--- src/rtl/seven_segment_reader.sv ---
// Receiver for a 7-segment display bus: synchronizes and debounces the segment/dp lines,
// decodes accepted glyphs to hex digits, hands them out over valid/ack and checks the count sequence.
module seven_segment_reader #(
    parameter int STABLE_CYCLES = 4,
    parameter int CNT_W         = 8,
    parameter bit CHECK_SEQ     = 1'b1
) (
    input  logic             input_clock1_1,
    input  logic             input_push_button1_2,
    input  logic [6:0]       input_segments_3,
    input  logic             input_dp_4,
    input  logic             input_ack_5,
    output logic [3:0]       output_digit_6,
    output logic             output_digit_valid_7,
    output logic             output_dp_8,
    output logic             output_blank_9,
    output logic             output_invalid_pulse_10,
    output logic             output_seq_error_11,
    output logic             output_overrun_12,
    output logic [CNT_W-1:0] output_count_13
);

    localparam int              SC_W   = (STABLE_CYCLES > 1) ? $clog2(STABLE_CYCLES) : 1;
    localparam logic [SC_W-1:0] SC_MAX = SC_W'(STABLE_CYCLES - 1);

    typedef enum logic [1:0] {IDLE, SETTLE, LOCKED} state_t;

    state_t          state, state_nxt;
    logic [7:0]      s1, s2, s3, acc;
    logic [SC_W-1:0] stab_cnt;
    logic            accept;
    logic            prev_valid;
    logic [4:0]      dec;
    logic            seg_new;

    // Returns {legal, digit}; illegal codes (including blank) return 0.
    function automatic logic [4:0] decode(input logic [6:0] seg);
        logic [4:0] r;
        case (seg)
            7'h3F:   r = {1'b1, 4'h0};
            7'h06:   r = {1'b1, 4'h1};
            7'h5B:   r = {1'b1, 4'h2};
            7'h4F:   r = {1'b1, 4'h3};
            7'h66:   r = {1'b1, 4'h4};
            7'h6D:   r = {1'b1, 4'h5};
            7'h7D:   r = {1'b1, 4'h6};
            7'h07:   r = {1'b1, 4'h7};
            7'h7F:   r = {1'b1, 4'h8};
            7'h6F:   r = {1'b1, 4'h9};
            7'h77:   r = {1'b1, 4'hA};
            7'h7C:   r = {1'b1, 4'hB};
            7'h39:   r = {1'b1, 4'hC};
            7'h5E:   r = {1'b1, 4'hD};
            7'h79:   r = {1'b1, 4'hE};
            7'h71:   r = {1'b1, 4'hF};
            default: r = '0;
        endcase
        return r;
    endfunction

    always_comb begin
        state_nxt = state;
        accept    = 1'b0;
        dec       = decode(s2[6:0]);
        seg_new   = (s2[6:0] != acc[6:0]);
        case (state)
            IDLE:    if (s2 != s3) state_nxt = SETTLE;
            SETTLE:  if (s2 == s3 && stab_cnt == SC_MAX) begin
                         accept    = 1'b1;
                         state_nxt = LOCKED;
                     end
            LOCKED:  if (s2 != acc) state_nxt = SETTLE;
            default: state_nxt = IDLE;
        endcase
    end

    always_ff @(posedge input_clock1_1) begin
        if (!input_push_button1_2) begin
            state                   <= IDLE;
            s1                      <= '0;
            s2                      <= '0;
            s3                      <= '0;
            acc                     <= '0;
            stab_cnt                <= '0;
            prev_valid              <= 1'b0;
            output_digit_6          <= '0;
            output_digit_valid_7    <= 1'b0;
            output_dp_8             <= 1'b0;
            output_blank_9          <= 1'b0;
            output_invalid_pulse_10 <= 1'b0;
            output_seq_error_11     <= 1'b0;
            output_overrun_12       <= 1'b0;
            output_count_13         <= '0;
        end else begin
            s1    <= {input_dp_4, input_segments_3};
            s2    <= s1;
            s3    <= s2;
            state <= state_nxt;

            if (s2 != s3)
                stab_cnt <= '0;
            else if (stab_cnt != SC_MAX)
                stab_cnt <= stab_cnt + 1'b1;

            output_invalid_pulse_10 <= 1'b0;
            if (output_digit_valid_7 && input_ack_5)
                output_digit_valid_7 <= 1'b0;

            // A new digit overrides the ack-driven clear above, so ack + update keeps valid high.
            if (accept) begin
                acc         <= s2;
                output_dp_8 <= s2[7];
                if (seg_new) begin
                    if (dec[4]) begin
                        output_digit_6       <= dec[3:0];
                        output_digit_valid_7 <= 1'b1;
                        output_blank_9       <= 1'b0;
                        prev_valid           <= 1'b1;
                        if (output_count_13 != '1)
                            output_count_13 <= output_count_13 + 1'b1;
                        if (output_digit_valid_7 && !input_ack_5)
                            output_overrun_12 <= 1'b1;
                        if (CHECK_SEQ && prev_valid && dec[3:0] != output_digit_6 + 4'd1)
                            output_seq_error_11 <= 1'b1;
                    end else if (s2[6:0] == '0) begin
                        output_blank_9 <= 1'b1;
                        prev_valid     <= 1'b0;
                    end else begin
                        output_invalid_pulse_10 <= 1'b1;
                        output_blank_9          <= 1'b0;
                        prev_valid              <= 1'b0;
                    end
                end
            end
        end
    end

endmodule

--- config.mk ---
export PLATFORM = sky130hd
export DESIGN_NAME = seven_segment_reader
export DESIGN_NICKNAME = d
export VERILOG_FILES = /design/src/rtl/seven_segment_reader.sv
export SDC_FILE = /design/constraint.sdc
export NUM_CORES = 1
export LEC_CHECK = 0
export CAP_MARGIN = 20
export CORE_ASPECT_RATIO = 0.5
export CORE_MARGIN = 2
export CORE_UTILIZATION = 45
export CTS_CLUSTER_SIZE = 24
export DETAILED_ROUTE_END_ITERATION = 10
export PLACE_DENSITY = 0.66
export SYNTH_ARGS = -nofsm -noshare
export SYNTH_HDL_FRONTEND = slang
export SYNTH_SLANG_ARGS = --single-unit
--- constraint.sdc ---
create_clock -name input_clock1_1 -period 5.8 [get_ports input_clock1_1]
set_input_delay 1.16 -clock input_clock1_1 [delete_from_list [all_inputs] [get_ports input_clock1_1]]
set_output_delay 1.16 -clock input_clock1_1 [all_outputs]
set_load 0.01 [all_outputs]
After elaboration in Yosys (flattened, before gate mapping)
Index checks and enable logic that the tools add are counted.
{ "classes": {"addsub": 3, "eq_ne": 29, "muxes": 15, "bitwise_logic": 3, "reduce_logical": 15} }
{ "op_table": {"columns": ["cell", "count"], "rows": [
  ["$eq 7x7->1 const B", 12],
  ["$pmux 5 s16", 1],
  ["$ne 8x8->1", 2],
  ["$eq 7x3->1 const B", 2],
  ["$eq 7x6->1 const B", 2],
  ["$reduce_and 4->1", 3],
  ["$mux 1", 10],
  ["$add 8x1->8 const B", 1],
  ["$eq 8x8->1", 1],
  ["$ne 2x2->1 const B", 4],
  ["$ne 8x8->1 const B", 1],
  ["$logic_not 7->1", 1],
  ["$ne 7x7->1", 1],
  ["$mux 2", 3],
  ["$pmux 2 s3", 1],
  ["$reduce_and 3->1", 2],
  ["$add 4x1->4 const B", 1],
  ["$eq 2x2->1 const B", 2],
  ["$logic_and 1x1->1", 4],
  ["$ne 4x4->1", 1],
  ["$reduce_or 4->1", 1],
  ["$not 1->1", 3],
  ["$add 2x1->2 const B", 1],
  ["$eq 2x1->1 const B", 1],
  ["4 further kinds", 4]
]} }
{ "totals": {"ff_bits": 55, "inputBits": 11, "out_inout_bits": 18, "elab_cells": 80} }

Longest topological paths before layout
{ "logic_depth": {"word_depth": 6, "mapped_depth": 9, "ltp_nobuf": 7} }

Worst setup path before layout
OpenSTA, ideal clock, no wires.
{ "synth_timing": {"path_kind": "input -> register", "startpoint": "in s2[0]", "endpoint": "reg output_count_13[3]", "setup_ns": 0.070, "arrival_time_ns": 2.133, "required_ns": 5.730, "slack_ns": 3.596, "cell_stages": 8, "path_cell_list": "dfxtp_1 -> buf_2 -> or3_4 -> a2111oi_4 -> nand3b_4 -> o211ai_4 -> or4_1 -> a21oi_1"} }
{ "synth_between": {"elab_chain_cells": 5} }
{ "synth_rtl": {"columns": ["item", "line_no", "source"], "rows": [
  ["start, declared", "29", "logic [7:0] s1, s2, s3, acc;"],
  ["$eq 8x8->1", "68", "SETTLE: if (s2 == s3 && stab_cnt == SC_MAX) begin"],
  ["$logic_and 1x1->1", "68", null],
  ["$mux 1", "68", null],
  ["$mux 1", "66", "case (state)"],
  ["$reduce_and 4->1 (no line) (*)", null, null],
  ["end signal, assigned", "120", "output_count_13 <= output_count_13 + 1'b1;"],
  ["end, declared", "20", "output logic [CNT_W-1:0] output_count_13"]
]} }
Every way passes the cells marked *; elsewhere a longest branch is shown, timed or not.
A chain may end at the register's enable or synchronous reset.

Worst setup path after layout
{ "layout_timing": {"startpoint": "in s2[6]", "endpoint": "reg output_count_13[4]"} }
Same word-level chain as after synthesis.

==> insert_results.sql <==
INSERT INTO impl_metrics (metric_group, metric, value, unit) VALUES
('floorplan', 'chipHeight', '58.32', 'um'),
('grt', 'number_of_antenna_violations_at_the_first_check_in_global_routing', '0', ''),
('yosys', 'synth.net_count', '311', ''),
('sta', 'layout_worst_path_cycle_share', '54.42', '%'),
('floorplan', 'start_util', '47.53', '%'),
('pwr', 'internal_power', '605.2', 'uW'),
('clock_network', 'cts_max_path_buffers', '2', ''),
('grt', 'grt.total_usage', '16.74', '%'),
('floorplan', 'pin_count', '29', ''),
('sta', 'max_freq', '316.8', 'MHz'),
('grt', 'grt_first_pass_wirelength', '8714', 'um'),
('place', 'post-dp-hpwl', '3461', 'um'),
('grt', 'largest_net_degree_at_the_start_of_global_routing', '37', ''),
('pwr', 'p_leak', '1.186', 'nW'),
('clock_network', 'root_buffer', 'sky130_fd_sc_hd__clkbuf_16', ''),
('yosys', 'synth_edf_count', '0', ''),
('detailed_routing', 'average_vias_per_placed_instance', '5.557', ''),
('clock_network', 'tritoncts_buffers', '5', ''),
('pwr', 'vdd_ir_drop_max', '0.0002349', 'V'),
('yosys', 'yosys_warnings', '0', ''),
('yosys', 'synth_largest_area_cell', 'sky130_fd_sc_hd__dfxtp_1', ''),
('setup_path', 'required', '6.01', 'ns'),
('yosys', 'ys_ff_latch', '54', ''),
('layout', 'most-common-layout-cells', 'sky130_fd_sc_hd__dfxtp_1, sky130_fd_sc_hd__nand2_1, sky130_fd_sc_hd__clkdlybuf4s50_1', ''),
('sta', 'finalHoldViolations', '0', ''),
('clock_network', 'cts_resized', '0', ''),
('setup_path', 'worstSetupStartpointType', 'flip-flop', ''),
('layout', 'num-nets-final', '319', ''),
('detailed_routing', 'drt_iter0_drc', '69', ''),
('setup_path', 'endpoint_kind', 'flip-flop', ''),
('yosys', 'synth_area', '2655', 'um^2'),
('sta', 'setup_violations', '0', ''),
('sta', 'max_slew_margin', '38.63', '%'),
('grt', 'first_global_vias', '1857', ''),
('pwr', 'net-switching-power', '162.9', 'uW'),
('place', 'count_of_input_and_output_buffers', '28', ''),
('setup_path', 'criticalPathCategory', 'flip-flop to flip-flop', ''),
('grt', 'gr-total-overflow', '0', ''),
('clock_network', 'cts.reportedPaths.clkPinSlew', '0.07', 'ns'),
('floorplan', 'fp.coreArea', '5587', 'um^2'),
('setup_path', 'cp_data_arrival_time', '3.37', 'ns'),
('yosys', 'synth_flop_cell', 'sky130_fd_sc_hd__dfxtp_1', ''),
('detailed_routing', 'drt_first_pass_iters', '4', ''),
('yosys', 'synthesis.instances', '297', ''),
('yosys', 'synth_top_cells_by_area', 'sky130_fd_sc_hd__dfxtp_1, sky130_fd_sc_hd__and2_1, sky130_fd_sc_hd__nand2_1, sky130_fd_sc_hd__xor2_1, sky130_fd_sc_hd__a21oi_1', ''),
('layout', 'area_growth', '15.93', '%'),
('clock_network', 'cts_setup_buffers', '0', ''),
('layout', 'ant_cells', '0', ''),
('layout', 'fraction_of_final_layout_cells_sized_beyond_drive_strength_1', '5.556', '%'),
('clock_network', 'tritoncts', 'yes', ''),
('floorplan', 'rows', '19', ''),
('pwr', 'sw_frac_of_total', '21.21', '%'),
('floorplan', 'design.die.area', '6568', 'um^2'),
('sta', 'layout_min_cycle_time', '3.156', 'ns'),
('layout', 'post_layout_nonfiller_instances', '379', ''),
('detailed_routing', 'aggregate_routed_wire_length', '5227', 'um'),
('status', 'outcome', 'completed', ''),
('layout', 'mostFrequentLayoutCell', 'sky130_fd_sc_hd__dfxtp_1', ''),
('pwr', 'pwr-share-comb', '4.9', '%'),
('min_path', 'min_path_type', 'flip-flop to flip-flop', ''),
('setup_path', 'critical_path.max_fanout', '22', ''),
('pwr', 'report.power.total', '768.1', 'uW'),
('pwr', 'seq_power_share', '51.1', '%'),
('detailed_routing', 'route.vias.total', '2106', ''),
('layout', 'n_fill_cell', '500', ''),
('sta', 'largest_clock_skew_in_the_final_design', '0.004899', 'ns'),
('sta', 'worst-slew-pin-transition', '0.9177', 'ns'),
('detailed_routing', 'detail_route.wl_per_cell', '13.79', 'um'),
('place', 'placedCellCount', '371', ''),
('sta', 'rsz_0062_raised_after_global_routing', 'no', ''),
('run', 'drv_cap', '0', '');
[per-layer routing]
| metal | vias to the layer above | routed length (um) | GRT usage, % |
|---|---|---|---|
| met4 | 0 | 77 | 5.226 |
| met3 | 8 | 155 | 5.046 |
| met1 | 1006 | 2690 | 22.75 |
| met2 | 35 | 2303 | 26.09 |
| met5 | - | 0 | 0 |
| li1 | 1057 | - | - |
[per-stage QoR]
step | instance area (um^2) | hold slack (ns) | util (%) | setup WS, ns
5_1_grt | 3078 | 0.4437 | 55.10 | 2.357
3_3_place_gp | 2905 | 0.4153 | 52.00 | 2.513
4_1_cts | 3078 | 0.4373 | 55.10 | 2.657
3_5_place_dp | 2905 | 0.4209 | 52.00 | 2.404
6_report | 3078 | 0.4341 | 55.10 | 2.644
2_1_floorplan | 2655 | 0.4119 | - | 3.596
[cell usage after synthesis, drive strengths merged (2+ instances only)]
master / instances
dfxtp: 54
nand2: 34
and2: 25
a21oi: 16
clkbuf: 16
xor2: 13
buf: 11
nand3: 10
nor2: 10
xnor2: 9
mux2i: 7
nor3: 7
and3: 6
nor4: 6
nand2b: 5
a211oi: 4
nand3b: 4
o21ai: 4
or4: 4
ha: 3
inv: 3
nor2b: 3
nor4bb: 3
o211a: 3
o31ai: 3
a2111oi: 2
a31oi: 2
nand4: 2
o2111a: 2
o2111ai: 2
o21a: 2
o32ai: 2
or3: 2
[state kept, by name, summed over array words and instances (netlist names), 2 cells and up]
name and count:
output_count_13 8, output_digit_6 4, acc 7, state 2
s2 8, s1 8, s3 8, stab_cnt 2
[worst max-delay path: stages, from the launching register on]
cell and delay (ns):
sky130_fd_sc_hd__dfxtp_1 0.83, sky130_fd_sc_hd__xor2_1 0.15, sky130_fd_sc_hd__nor4_1 0.46, sky130_fd_sc_hd__and3_1 0.58, sky130_fd_sc_hd__o211ai_4 0.32, sky130_fd_sc_hd__or4_1 0.58, sky130_fd_sc_hd__a21oi_1 0.15
[cells by family (layout without fill, tap and decap cells)]
kind of cell / after synthesis / count (layout) / synth area share [%]
compound gates: 50 / 50 / 14.52
flops: 54 / 54 / 40.72
buf+inv: 30 / 39 / 4.995
simple gates: 130 / 130 / 28.04
fa+ha+maj: 3 / 3 / 1.414
xor+xnor: 22 / 22 / 7.258
mux: 8 / 8 / 3.063
[path summary, 6_finish.rpt]
path	end	slack [ns]	start	cells after the start
max	output_count_13[4]	2.64	s2[6]	6
min	s2[2]	0.43	s1[2]	1
max reg2reg	output_count_13[4]	2.64	s2[6]	6
min reg2reg	s2[2]	0.43	s1[2]	1
[power groups by stage]
stage | registers (mW) | clock network [mW] | logic, mW
6_report | 0.393 | 0.338 | 0.0377
5_1_grt | 0.394 | 0.367 | 0.0421
4_1_cts | 0.392 | 0.346 | 0.0383
3_5_place_dp | 0.401 | 0 | 0.0378
3_3_place_gp | 0.400 | 0 | 0.0367
2_1_floorplan | 0.390 | 0 | 0.0368
[cell type report]
cell class              count  area (um^2)  share of cell area (%)
flip-flops and latches     54         1081                   35.12
inverters                   3        11.26                  0.3659
clock inverters             3        47.55                   1.545
well taps                  73        91.34                   2.967
multi-input cells         213         1441                   46.83
clock buffers               5        125.1                   4.065
repair buffers             28        280.3                   9.106
Note: power is estimated with default switching activity, not from simulation.
